**src/rtl/legv8_pkg.sv**
```systemverilog
// ============================================================================
// Module  : legv8_pkg
// Purpose : Shared types and constants for the pipelined LEGv8 core.
//           - alu_op_t  : 4-bit ALU operation codes driven to the ALU
//           - fwd_sel_t : operand forwarding select (regfile / WB / MEM)
//           - XZR       : index of the zero register, never forwarded
// Revision: 1.0 - initial release
// ============================================================================
`default_nettype none

package legv8_pkg;

  typedef enum logic [3:0] {
    AND   = 4'b0000,
    OR    = 4'b0001,
    ADD   = 4'b0010,
    SUB   = 4'b0110,
    PASSB = 4'b0111
  } alu_op_t;

  typedef enum logic [1:0] {
    FWD_REG = 2'b00,
    FWD_WB  = 2'b01,
    FWD_MEM = 2'b10
  } fwd_sel_t;

  localparam int XZR = 31;

endpackage

`default_nettype wire

```
**src/rtl/forward_unit.sv**
```systemverilog
// ============================================================================
// Module  : forward_unit
// Purpose : Combinational RAW-hazard detector for one ALU source operand.
//           Selects the MEM-stage result when the MEM instruction writes the
//           source register, otherwise the WB-stage result when WB writes it,
//           otherwise the register-file value. XZR never forwards.
// Ports   : src          - source register index of the EX instruction
//           reg_write_m  - MEM-stage write enable,  rd_m - MEM destination
//           reg_write_w  - WB-stage write enable,   rd_w - WB destination
//           sel          - forwarding select (fwd_sel_t encoding)
// Revision: 1.0 - initial release
// ============================================================================
`default_nettype none

module forward_unit
  import legv8_pkg::*;
#(
  parameter int RW = 5
) (
  input  logic [RW-1:0] src,
  input  logic          reg_write_m,
  input  logic [RW-1:0] rd_m,
  input  logic          reg_write_w,
  input  logic [RW-1:0] rd_w,
  output logic [1:0]    sel
);

  localparam logic [RW-1:0] ZERO_REG = RW'(XZR);

  fwd_sel_t sel_int;

  // MEM holds the younger instruction, so its result is checked first.
  always_comb begin
    sel_int = FWD_REG;
    if (reg_write_m && (rd_m != ZERO_REG) && (rd_m == src)) begin
      sel_int = FWD_MEM;
    end else if (reg_write_w && (rd_w != ZERO_REG) && (rd_w == src)) begin
      sel_int = FWD_WB;
    end
  end

  assign sel = sel_int;

endmodule

`default_nettype wire

```
**src/rtl/id_ex_stage.sv**
```systemverilog
// ============================================================================
// Module  : id_ex_stage
// Purpose : ID/EX pipeline register with operand forwarding for the ALU.
//           Register priority: reset > flush > stall > load. Forwarding is
//           combinational on the registered sources and the live MEM/WB
//           inputs.
// Config  : ID_EX_FORWARDING_EN - when defined, MEM/WB forwarding is active;
//           when undefined, operands come straight from the registered
//           regfile values and ForwardA/ForwardB are tied to 00.
// Ports   : clk, reset (sync, active-high), stall, flush
//           *_d  - decode-stage operands and controls
//           *_m  - MEM-stage write-back info; *_w - WB-stage write-back info
//           a_e, b_e, ALUControl_e - ALU inputs
//           writeData_e - store data; Rd_e and *_e controls - registered
//           ForwardA/ForwardB - forwarding selects (00 reg, 10 MEM, 01 WB)
// Revision: 1.0 - initial release
// ============================================================================
`default_nettype none

module id_ex_stage
  import legv8_pkg::*;
#(
  parameter int N  = 64,
  parameter int RW = 5
) (
  input  logic          clk,
  input  logic          reset,
  input  logic          stall,
  input  logic          flush,
  input  logic          valid_d,
  input  logic [3:0]    ALUControl_d,
  input  logic [N-1:0]  readData1_d,
  input  logic [N-1:0]  readData2_d,
  input  logic [N-1:0]  signImm_d,
  input  logic          ALUSrc_d,
  input  logic [RW-1:0] Rn_d,
  input  logic [RW-1:0] Rm_d,
  input  logic [RW-1:0] Rd_d,
  input  logic          RegWrite_d,
  input  logic          MemWrite_d,
  input  logic          MemRead_d,
  input  logic          RegWrite_m,
  input  logic [RW-1:0] Rd_m,
  input  logic [N-1:0]  aluResult_m,
  input  logic          RegWrite_w,
  input  logic [RW-1:0] Rd_w,
  input  logic [N-1:0]  writeData_w,
  output logic [N-1:0]  a_e,
  output logic [N-1:0]  b_e,
  output logic [3:0]    ALUControl_e,
  output logic [N-1:0]  writeData_e,
  output logic [RW-1:0] Rd_e,
  output logic          RegWrite_e,
  output logic          MemWrite_e,
  output logic          MemRead_e,
  output logic          valid_e,
  output logic [1:0]    ForwardA,
  output logic [1:0]    ForwardB
);

  typedef struct packed {
    logic          valid;
    alu_op_t       alu_op;
    logic [N-1:0]  rd1;
    logic [N-1:0]  rd2;
    logic [N-1:0]  imm;
    logic          alu_src;
    logic [RW-1:0] rn;
    logic [RW-1:0] rm;
    logic [RW-1:0] rd;
    logic          reg_write;
    logic          mem_write;
    logic          mem_read;
  } stage_t;

  stage_t       stage_d;
  stage_t       stage_q;
  logic [N-1:0] fwd_a;
  logic [N-1:0] fwd_b;

  // Next-state: a flush is a bubble (all zero) and overrides stall.
  always_comb begin
    stage_d = stage_q;
    if (flush) begin
      stage_d = '0;
    end else if (!stall) begin
      stage_d.valid     = valid_d;
      stage_d.alu_op    = alu_op_t'(ALUControl_d);
      stage_d.rd1       = readData1_d;
      stage_d.rd2       = readData2_d;
      stage_d.imm       = signImm_d;
      stage_d.alu_src   = ALUSrc_d;
      stage_d.rn        = Rn_d;
      stage_d.rm        = Rm_d;
      stage_d.rd        = Rd_d;
      // An invalid instruction must not cause architectural side effects.
      stage_d.reg_write = valid_d & RegWrite_d;
      stage_d.mem_write = valid_d & MemWrite_d;
      stage_d.mem_read  = valid_d & MemRead_d;
    end
  end

  always_ff @(posedge clk) begin
    if (reset) begin
      stage_q <= '0;
    end else begin
      stage_q <= stage_d;
    end
  end

`ifdef ID_EX_FORWARDING_EN
  forward_unit #(.RW(RW)) u_fwd_a (
    .src         (stage_q.rn),
    .reg_write_m (RegWrite_m),
    .rd_m        (Rd_m),
    .reg_write_w (RegWrite_w),
    .rd_w        (Rd_w),
    .sel         (ForwardA)
  );

  forward_unit #(.RW(RW)) u_fwd_b (
    .src         (stage_q.rm),
    .reg_write_m (RegWrite_m),
    .rd_m        (Rd_m),
    .reg_write_w (RegWrite_w),
    .rd_w        (Rd_w),
    .sel         (ForwardB)
  );

  always_comb begin
    case (fwd_sel_t'(ForwardA))
      FWD_MEM: fwd_a = aluResult_m;
      FWD_WB:  fwd_a = writeData_w;
      default: fwd_a = stage_q.rd1;
    endcase
  end

  always_comb begin
    case (fwd_sel_t'(ForwardB))
      FWD_MEM: fwd_b = aluResult_m;
      FWD_WB:  fwd_b = writeData_w;
      default: fwd_b = stage_q.rd2;
    endcase
  end
`else
  // Hazards are resolved by stalling upstream; MEM/WB data is not needed.
  logic unused_fwd_inputs;
  assign unused_fwd_inputs = ^{RegWrite_m, Rd_m, aluResult_m, RegWrite_w,
                               Rd_w, writeData_w, stage_q.rn, stage_q.rm};

  assign ForwardA = FWD_REG;
  assign ForwardB = FWD_REG;
  assign fwd_a    = stage_q.rd1;
  assign fwd_b    = stage_q.rd2;
`endif

  assign a_e          = fwd_a;
  assign b_e          = stage_q.alu_src ? stage_q.imm : fwd_b;
  // Store data always uses the register operand, even for immediate ops.
  assign writeData_e  = fwd_b;
  assign ALUControl_e = stage_q.alu_op;
  assign Rd_e         = stage_q.rd;
  assign RegWrite_e   = stage_q.reg_write;
  assign MemWrite_e   = stage_q.mem_write;
  assign MemRead_e    = stage_q.mem_read;
  assign valid_e      = stage_q.valid;

endmodule

`default_nettype wire
```
**config.mk**
```make
export PLATFORM = sky130hd
export DESIGN_NAME = id_ex_stage
export DESIGN_NICKNAME = d
export VERILOG_FILES = /design/src/rtl/legv8_pkg.sv /design/src/rtl/forward_unit.sv /design/src/rtl/id_ex_stage.sv
export SDC_FILE = /design/constraint.sdc
export NUM_CORES = 1
export LEC_CHECK = 0
export CAP_MARGIN = 20
export CORE_AREA = 2 2 221 223
export DETAILED_ROUTE_END_ITERATION = 8
export DIE_AREA = 0 0 223 225
export SETUP_SLACK_MARGIN = 0.4
export SYNTH_ARGS = -nofsm -noshare
export SYNTH_HDL_FRONTEND = slang
export SYNTH_HIERARCHICAL = 1
export SYNTH_SLANG_ARGS = --single-unit
```
**constraint.sdc**
```tcl
create_clock -name clk -period 1.6 [get_ports clk]
set_clock_uncertainty 0.1 [all_clocks]
set_input_delay 0.32 -clock clk [delete_from_list [all_inputs] [get_ports clk]]
set_output_delay 0.32 -clock clk [all_outputs]
set_load 0.01 [all_outputs]
```
==> flow_summary.toml, run 1 <==
[outcome]
status = "finished, violations left"
violations = "negative setup slack"

[logic_synthesis]
yosysWarnings = 6
synth_top_area_frac = 0.4521
ys_seq_area_frac = 0.4521
yosysTopAreaCell = "dfxtp_1"
ys_types = 14
synthTopCellsByArea = "dfxtp_1 (45%), mux2i_1 (22%), buf_4 (12%)"
syn-mean-instance-area_sq_um = 10.35
synth_seq_cells = 206
netlist_area_sq_um = 9122
netlist_instances = 881

[die]
die_x_microns = 223
dieArea_sq_um = 50180
rows = 80
coreArea_sq_um = 47550
start_util = 0.1919
ios = 569
die_y_microns = 225

[timing]
fin_crit_sh = 1.412
setup_tns_ns = -34.86
fmax_ghz = 0.4426
setup_ws_ns = -0.6591
slew_violations = 0
final_hold_viol_count = 0
report.final.setup_viol = 64
holdWs_ns = 0.1639
grt_setup_unrepaired = "true"
fin_crit_ns = 2.259

[run]
max-cap-violations = 0

[drt]
first_pass_iters = 4
drtIter0Drc = 174
wirelength_microns = 28190
wl_per_cell_microns = 15.34
detail-route-antenna-nets = 0
drcViolationCount = 0
vias = 6967
viasPerCell = 3.791

[cells_and_area]
fin_util = 0.3135
final_area_sq_um = 14910
fin_nets = 1565
layout_common_cells = "clkdlybuf4s50_1 (208), mux2i_1 (203), nor2_1 (203)"
diodes = 0
drive_above_1_share = 0.4276
layout_commonest_cell = "clkdlybuf4s50_1"
area_growth_pct = 63.41

[worst_setup_path]
critPathRequiredTime_ns = 1.18
timing.rr.start = "stage_q[18]$_SDFFE_PP0N_"
critPathArrivalTime_ns = 1.84
crit_path_max_fanout = 7
startpoint_type = "register"
critPathLaunch = "stage_q[18]$_SDFFE_PP0N_"
cp-end-kind = "primary output"
worstSetupPathType = "register to primary output"

[placed_design]
placed_area_sq_um = 13220
place_congestion = 0.7551
dpl.hpwl_microns = 20410
port_buffers = 414
dp_slack_ns = -0.3420

[clock_tree]
cts_made_buffers = 24
cts_tree = "done"
clk_path_buf_depth = 3
clk_pin_slew_ns = 0.06
cts.htree.levels = 1
cts_hold_buf = 0
clock_sinks = 206
root_buffer = "clkbuf_16"
clock_latency_ns = 0.53

[grt]
grt_max_degree = 32
grt_use_total = 0.1066
grt_overflow_total = 0
grt_pass1_vias = 7310
antenna_found_initial = 3
grt_first_pass_wirelength_microns = 41850

[pwr]
power_density_nw_per_um2 = 867.5
p_leak_nw = 6.564
ir_drop_mv = 0.5521

[min_path]
hold_start = "stall"
hold_class = "input pin to register"
## where the power goes
group | internal [W] | switching (W)
combinational | 0.00123 | 0.000701
clock | 0.00334 | 0.00222
sequential | 0.00531 | 0.000127
## sequential cells by signal, summed over array words and instances, names as in the netlist
name / flops
Rd_e: 5
valid_e: 1
stage_q: 65
MemRead_e: 1
RegWrite_e: 1
MemWrite_e: 1
a_e: 64
ALUControl_e: 4
writeData_e: 64
## final cells by class
cell class | count | area [sq um]
timing repair buffer | 489 | 5233
fill | 4864 | 32640
tap | 615 | 769.5
multi-input combinational | 484 | 3771
clock buffer | 37 | 740.7
clock inverter | 7 | 66.31
sequential | 206 | 4327
## cells in the mapped netlist, drive strengths merged
cell type	number
a21oi	3
or2	1
nand2	3
clkbuf	4
conb	1
mux2	64
nand3b	3
nor2	203
dfxtp	206
mux2i	203
buf	190
## per-layer routing
layer | GRT usage | up-vias | wire (microns)
met1 | 0.1176 | 3246 | 11010
met2 | 0.1908 | 267 | 13900
met4 | 0.02966 | 2 | 568
met3 | 0.04042 | 35 | 2696
met5 | 0 | - | 10
li1 | - | 3417 | -
## per-stage QoR
step	instances	power, W
final	1838	0.01293
after detailed placement	1773	0.007349
after global placement	1773	0.007335
after global routing	1838	0.01352
after CTS	1832	0.01316
after floorplan	884	0.006419
## cell families after synthesis
| kind of cell | count (synthesis) | synth area share |
|---|---|---|
| AO/OA/AOI/OAI | 3 | 0.001645 |
| buffers and inverters | 194 | 0.1562 |
| flip-flops | 206 | 0.4521 |
| multiplexers | 267 | 0.3017 |
| other | 1 | 0.0004111 |
| AND/OR/NAND/NOR | 210 | 0.08792 |
## timing repair
item | 4_1_cts | 5_1_grt
resized for setup | 1155 | 58
endpoints found under the setup margin | 205 | 205
cloned | 4 | 0
setup buffers | 11 | 6
## final timing paths
kind,slack (ns),cells past startpoint,end
min reg2reg,0.37,2,MemRead_e$_SDFFE_PP0N_
min,0.16,3,stage_q[75]$_SDFFE_PP0N_
max reg2reg,0.59,4,stage_q[18]$_SDFFE_PP0N_
max,-0.66,6,b_e[51]
## worst max-delay path, stage by stage (launching register included)
cell	delay, ns
dfxtp_4	0.36
buf_12	0.13
buf_6	0.11
buf_12	0.12
buf_16	0.15
mux2_4	0.31
buf_6	0.12
No activity file was read; power rests on OpenSTA's default activity.
==> run 2: changes to the inputs <==
CORE_AREA = 2 2 219 221   (was 2 2 221 223)
DIE_AREA = 0 0 221 223   (was 0 0 223 225)
DONT_BUFFER_PORTS = 1   (was unset)
==> run 2 against run 1 <==
  * The run ends with negative hold slack, negative setup slack left
  * Cell count down 14%
  * Routed wire length down 9.0%
  * Die area decreased by 1.8%
  * Critical path type unchanged
  * Critical endpoint is now b_e[16]
==> flow_summary.toml, run 2 (synthesis gave the netlist of run 1 again) <==
[clock_tree]
cts_hold_buf = 206
cts_tree = "done"
cts.htree.levels = 1
clock_latency_ns = 0.53
clk_path_buf_depth = 3
root_buffer = "clkbuf_16"
cts_made_buffers = 23
clk_pin_slew_ns = 0.06
clock_sinks = 206

[timing]
setup_tns_ns = -27.37
report.final.setup_viol = 64
grt_setup_unrepaired = "true"
fin_crit_sh = 1.287
fmax_ghz = 0.4858
worstMarginPinSlew_ns = 0.7634
fin_crit_ns = 2.059
slew_headroom = 0.4911
slew_violations = 0
final_hold_viol_count = 55
setup_ws_ns = -0.4586
holdWs_ns = -0.1392

[worst_setup_path]
critPathArrivalTime_ns = 1.64
crit_path_cell_trace = "buf_4, buf_12, buf_16, mux2_4"
crit_path_max_fanout = 7
cp-end-kind = "primary output"
worstSetupPathType = "register to primary output"
crit_slowest_cell = "dfxtp_4"
slowest_delay_ns = 0.35
startpoint_type = "register"
critPathRequiredTime_ns = 1.18

[placed_design]
dp_slack_ns = 0.02074
port_buffers = 0
place_congestion = 0.7659
dp.cells = 1323
dpl.hpwl_microns = 15290

[grt]
antenna_found_initial = 4
grt_overflow_total = 0
grt_use_total = 0.09795
grt_first_pass_wirelength_microns = 38540
grt_max_degree = 210
grt_pass1_vias = 6776

[pwr]
comb_power_share = 0.102
p_seq_frac = 0.463
finalPower_w = 0.01168
p_clk_frac = 0.435
intPower_w = 0.008998
ir_drop_mv = 0.7217
power_density_nw_per_um2 = 951.4
switching_share = 0.2297
p_leak_nw = 5.062
switchingPower_w = 0.002684

[die]
start_util = 0.1935
coreArea_sq_um = 47150
rows = 80
die_x_microns = 221
ios = 569
dieArea_sq_um = 49280
die_y_microns = 223

[cells_and_area]
stdcell_count = 1577
layout_common_cells = "dlygate4sd3_1 (206), mux2i_1 (203), nor2_1 (203)"
area_growth_pct = 34.59
largest_reg_flops = 65
fin_nets = 1309
regMostFlops = "stage_q"
drive_above_1_share = 0.2774
fin_util = 0.2604
layout_commonest_cell = "dlygate4sd3_1"

[drt]
viasPerCell = 3.994
drtIter0Drc = 176
met3_length_microns = 2022
detail-route-antenna-nets = 0
vias = 6298
wirelength_microns = 25650
wl_met2_microns = 13220
wl_met1_microns = 9221
top_layer_used = "met5"
first_pass_iters = 4
drcViolationCount = 0
wl_per_cell_microns = 16.26

[run]
max-cap-violations = 0

[outcome]
status = "finished, violations left"
violations = "negative hold slack, negative setup slack"

[min_path]
hold_class = "input pin to register"
[run 2: timing repair]
action / 4_1_cts / 5_1_grt
buffers inserted: 5 / 1
setup endpoints to repair: 205 / 205
hold endpoints to repair: 206 / 100
pin swaps: 0 / 0
resized for setup: 256 / 35
gates cloned: 4 / 0
[run 2: final cells by class]
class	instances	area, sq um
fillers	4781	34870
flip-flops and latches	206	4527
multi-input cells	484	3779
repair buffers	234	2485
well taps	615	769.5
clock buffers	33	673.1
clock inverters	2	37.54
diodes	3	7.507
[run 2: critical path: cells and delay by family, from the launching register on]
family / cells / cell delay [ns]
DFF: 1 / 0.35
muxes: 1 / 0.34
buffers and inverters: 3 / 0.41
[run 2: power by group through the flow]
| stage | Sequential, W | Clock (W) | Combinational, W |
|---|---|---|---|
| floorplan | 0.00548 | 0 | 0.000938 |
| global placement | 0.00560 | 0 | 0.000636 |
| detailed placement | 0.00560 | 0 | 0.000654 |
| CTS | 0.00545 | 0.00526 | 0.00116 |
| global route | 0.00542 | 0.00544 | 0.00127 |
| finish | 0.00541 | 0.00508 | 0.00119 |
[run 2: per-layer routing]
metal	vias up	global-route usage
li1	2929	-
met1	2995	0.09877
met2	305	0.1797
met3	67	0.03530
met4	2	0.04481
met5	-	0
[run 2: final timing paths]
kind	start	end	slack [ns]	cells after the start
worst max-delay path	stage_q[18]$_SDFFE_PP0N_	b_e[16]	-0.46	4
worst min-delay path	stall	writeData_e[52]$_SDFFE_PP0N_	-0.14	2
worst max register to register	stage_q[18]$_SDFFE_PP0N_	stage_q[18]$_SDFFE_PP0N_	0.47	5
worst min register to register	RegWrite_e$_SDFFE_PP0N_	RegWrite_e$_SDFFE_PP0N_	0.40	2
[run 2: per-stage QoR]
stage / hold slack (ns) / instance area [sq um]
3_5_place_dp: 0.3736 / 8688
6_report: -0.1392 / 12280
5_1_grt: -0.1450 / 12280
4_1_cts: -0.1687 / 12180
2_1_floorplan: 0.3576 / 9216
3_3_place_gp: 0.3667 / 8688
==> run 3: changes to the inputs <==
CORE_AREA = 2 2 220 222   (was 2 2 219 221)
CTS_BUF_LIST = sky130_fd_sc_hd__clkbuf_2 sky130_fd_sc_hd__clkbuf_4 sky130_fd_sc_hd__clkbuf_8   (was unset)
DIE_AREA = 0 0 222 224   (was 0 0 221 223)
PLACE_DENSITY = 0.42   (was unset)
==> run 3 against run 2 <==
  * The flow still finishes with violations (negative hold slack, negative setup slack)
  * Sequential share of layout area increased by 0.80 points
  * Global-route usage shrank 0.52 points
  * Final area down 2.4%
  * First-iteration DRC count fell by 11%
  * Largest cell class unchanged
  * Combinational power fell by 7%
  * Clock power decreased by 1%
  * Non-clock buffer count fell by 10
  * Sequential power hardly changed
  * Register-to-register slack improved by 0.06 ns
  * Flip-flop and latch count did not move
  * Routed wire length down 6.0%
==> flow_summary.toml, run 3 (synthesis gave the netlist of run 1 again) <==
[worst_setup_path]
timing.rr.start = "stage_q[18]$_SDFFE_PP0N_"
critPathArrivalTime_ns = 1.60
critPathLaunch = "stage_q[18]$_SDFFE_PP0N_"
critPathRequiredTime_ns = 1.18
worstReg2RegEnd = "stage_q[18]$_SDFFE_PP0N_"
r2r_cells = 4
crit_family = "multiplexers"
ff2ff_setup_slack_ns = 0.53
slowest_delay_ns = 0.40
crit_path_max_fanout = 31
cp.depth = 2
startpoint_type = "register"
crit_slowest_cell = "mux2_2"
cp-endpoint = "b_e[40]"
crit_buf_inv = 1
crit_path_cell_trace = "buf_12, mux2_2"
worstSetupPathType = "register to primary output"
cp-end-kind = "primary output"

[cells_and_area]
diodes = 0
area_growth_pct = 31.30
layout_commonest_cell = "dlygate4sd3_1"
stdcell_count = 1590
final_area_sq_um = 11980
regMostFlops = "stage_q"
fin_nets = 1314
drive_above_1_share = 0.2933
layout_common_cells = "dlygate4sd3_1 (206), mux2i_1 (203), nor2_1 (203)"
largest_reg_flops = 65

[timing]
fmax_ghz = 0.4962
report.final.setup_viol = 64
slew_violations = 0
holdWs_ns = -0.1600
grt_setup_unrepaired = "true"
slew_headroom = 0.6586
fin_crit_sh = 1.260
worstMarginPinSlew_ns = 0.5121
setup_ws_ns = -0.4155
fin_crit_ns = 2.016
final_hold_viol_count = 82

[die]
die_x_microns = 222
start_util = 0.1927
ios = 569
dieArea_sq_um = 49730
rows = 80
coreArea_sq_um = 47350
die_y_microns = 224

[pwr]
power_density_nw_per_um2 = 964.0
ir_drop_mv = 0.4721
p_leak_nw = 4.979

[drt]
first_pass_iters = 4
drcViolationCount = 0
detail-route-antenna-nets = 0
drtIter0Drc = 156
wl_per_cell_microns = 15.16
viasPerCell = 3.806
vias = 6052
wirelength_microns = 24100

[outcome]
violations = "negative hold slack, negative setup slack"
status = "finished, violations left"

[clock_tree]
cts_hold_buf = 206
cts_tree = "done"
clock_sinks = 206
cts.htree.levels = 2
clk_path_buf_depth = 3
cts_made_buffers = 38
clk_pin_slew_ns = 0.06
root_buffer = "clkbuf_8"
clock_latency_ns = 0.54

[run]
max-cap-violations = 0

[placed_design]
place_congestion = 0.6872
placed_area_sq_um = 8681
dp_slack_ns = 0.1629
dp.cells = 1322
dpl.hpwl_microns = 14710
port_buffers = 0

[min_path]
hold_start = "stall"
hold_class = "input pin to register"

[grt]
antenna_found_initial = 0
grt_first_pass_wirelength_microns = 36720
grt_max_degree = 210
grt_pass1_vias = 6529
grt_use_total = 0.09274
grt_overflow_total = 0
==> run 3: cell types whose count changed in the layout (fill, tap and decap cells not counted), moves of 2 or more <==
cell       delta
clkbuf_16    -23
buf_16        -5
clkbuf_4     +15
mux2_4       -25
buf_6         -2
buf_8         -2
clkbuf_1      -4
mux2_2       +25
clkbuf_8     +39
dfxtp_4       -6
diode_2       -3
dfxtp_2       +6
==> run 3: worst reg2reg max path, cell delays in order (launching register included) <==
cell and delay [ns]:
dfxtp_4 0.37, buf_4 0.14, buf_12 0.14, mux2i_1 0.14, nor2_1 0.07
==> run 3: stage by stage <==
stage | hold WS, ns | TNS, ns | power (W) | util
2_1_floorplan | 0.3576 | 0 | 0.006419 | -
3_3_place_gp | 0.3654 | 0 | 0.006250 | 0.1834
3_5_place_dp | 0.3729 | 0 | 0.006262 | 0.1834
4_1_cts | -0.2265 | -30.33 | 0.01183 | 0.2497
5_1_grt | -0.2119 | -30.36 | 0.01213 | 0.2530
6_report | -0.1600 | -24.18 | 0.01155 | 0.2530
==> run 3: how the worst min path moves through the flow <==
stage | endpoint | slack [ns] | depth (start not counted)
2_1_floorplan | stage_q[19]$_SDFFE_PP0N_ | 0.36 | 2
3_3_place_gp | writeData_e[38]$_SDFFE_PP0N_ | 0.37 | 2
3_5_place_dp | stage_q[29]$_SDFFE_PP0N_ | 0.37 | 2
4_1_cts | a_e[0]$_SDFFE_PP0N_ | -0.23 | 2
5_1_grt | a_e[0]$_SDFFE_PP0N_ | -0.21 | 2
6_report | stage_q[69]$_SDFFE_PP0N_ | -0.16 | 2
==> run 3: metal layers <==
metal / track usage / wire length, microns / vias to the layer above / share of wire
met1: 0.09812 / 9237 / 2825 / 0.38
met5: 0 / 0 / - / 0
met2: 0.1607 / 12020 / 273 / 0.50
met4: 0.03814 / 661 / 0 / 0.027
met3: 0.04145 / 2184 / 42 / 0.091
li1: - / - / 2912 / -
==> run 3: report_power, final <==
part | internal (W) | switching (W)
logic | 0.000704 | 0.000410
registers | 0.00522 | 0.000186
clock network | 0.00286 | 0.00216
==> run 3: cell type report <==
class                   instances  area, sq um
repair buffers                224         2275
clock buffers                  60        732.0
well taps                     615        769.5
flip-flops and latches        206         4512
fillers                      4945        35370
multi-input cells             484         3685
clock inverters                 1        5.005
==> run 3: what timing repair did <==
item                                   CTS  global route
setup endpoints to repair              205           205
endpoints found under the hold margin  206           147
gates cloned                             0             0
resized for setup                      202            50
setup buffers                            0             1
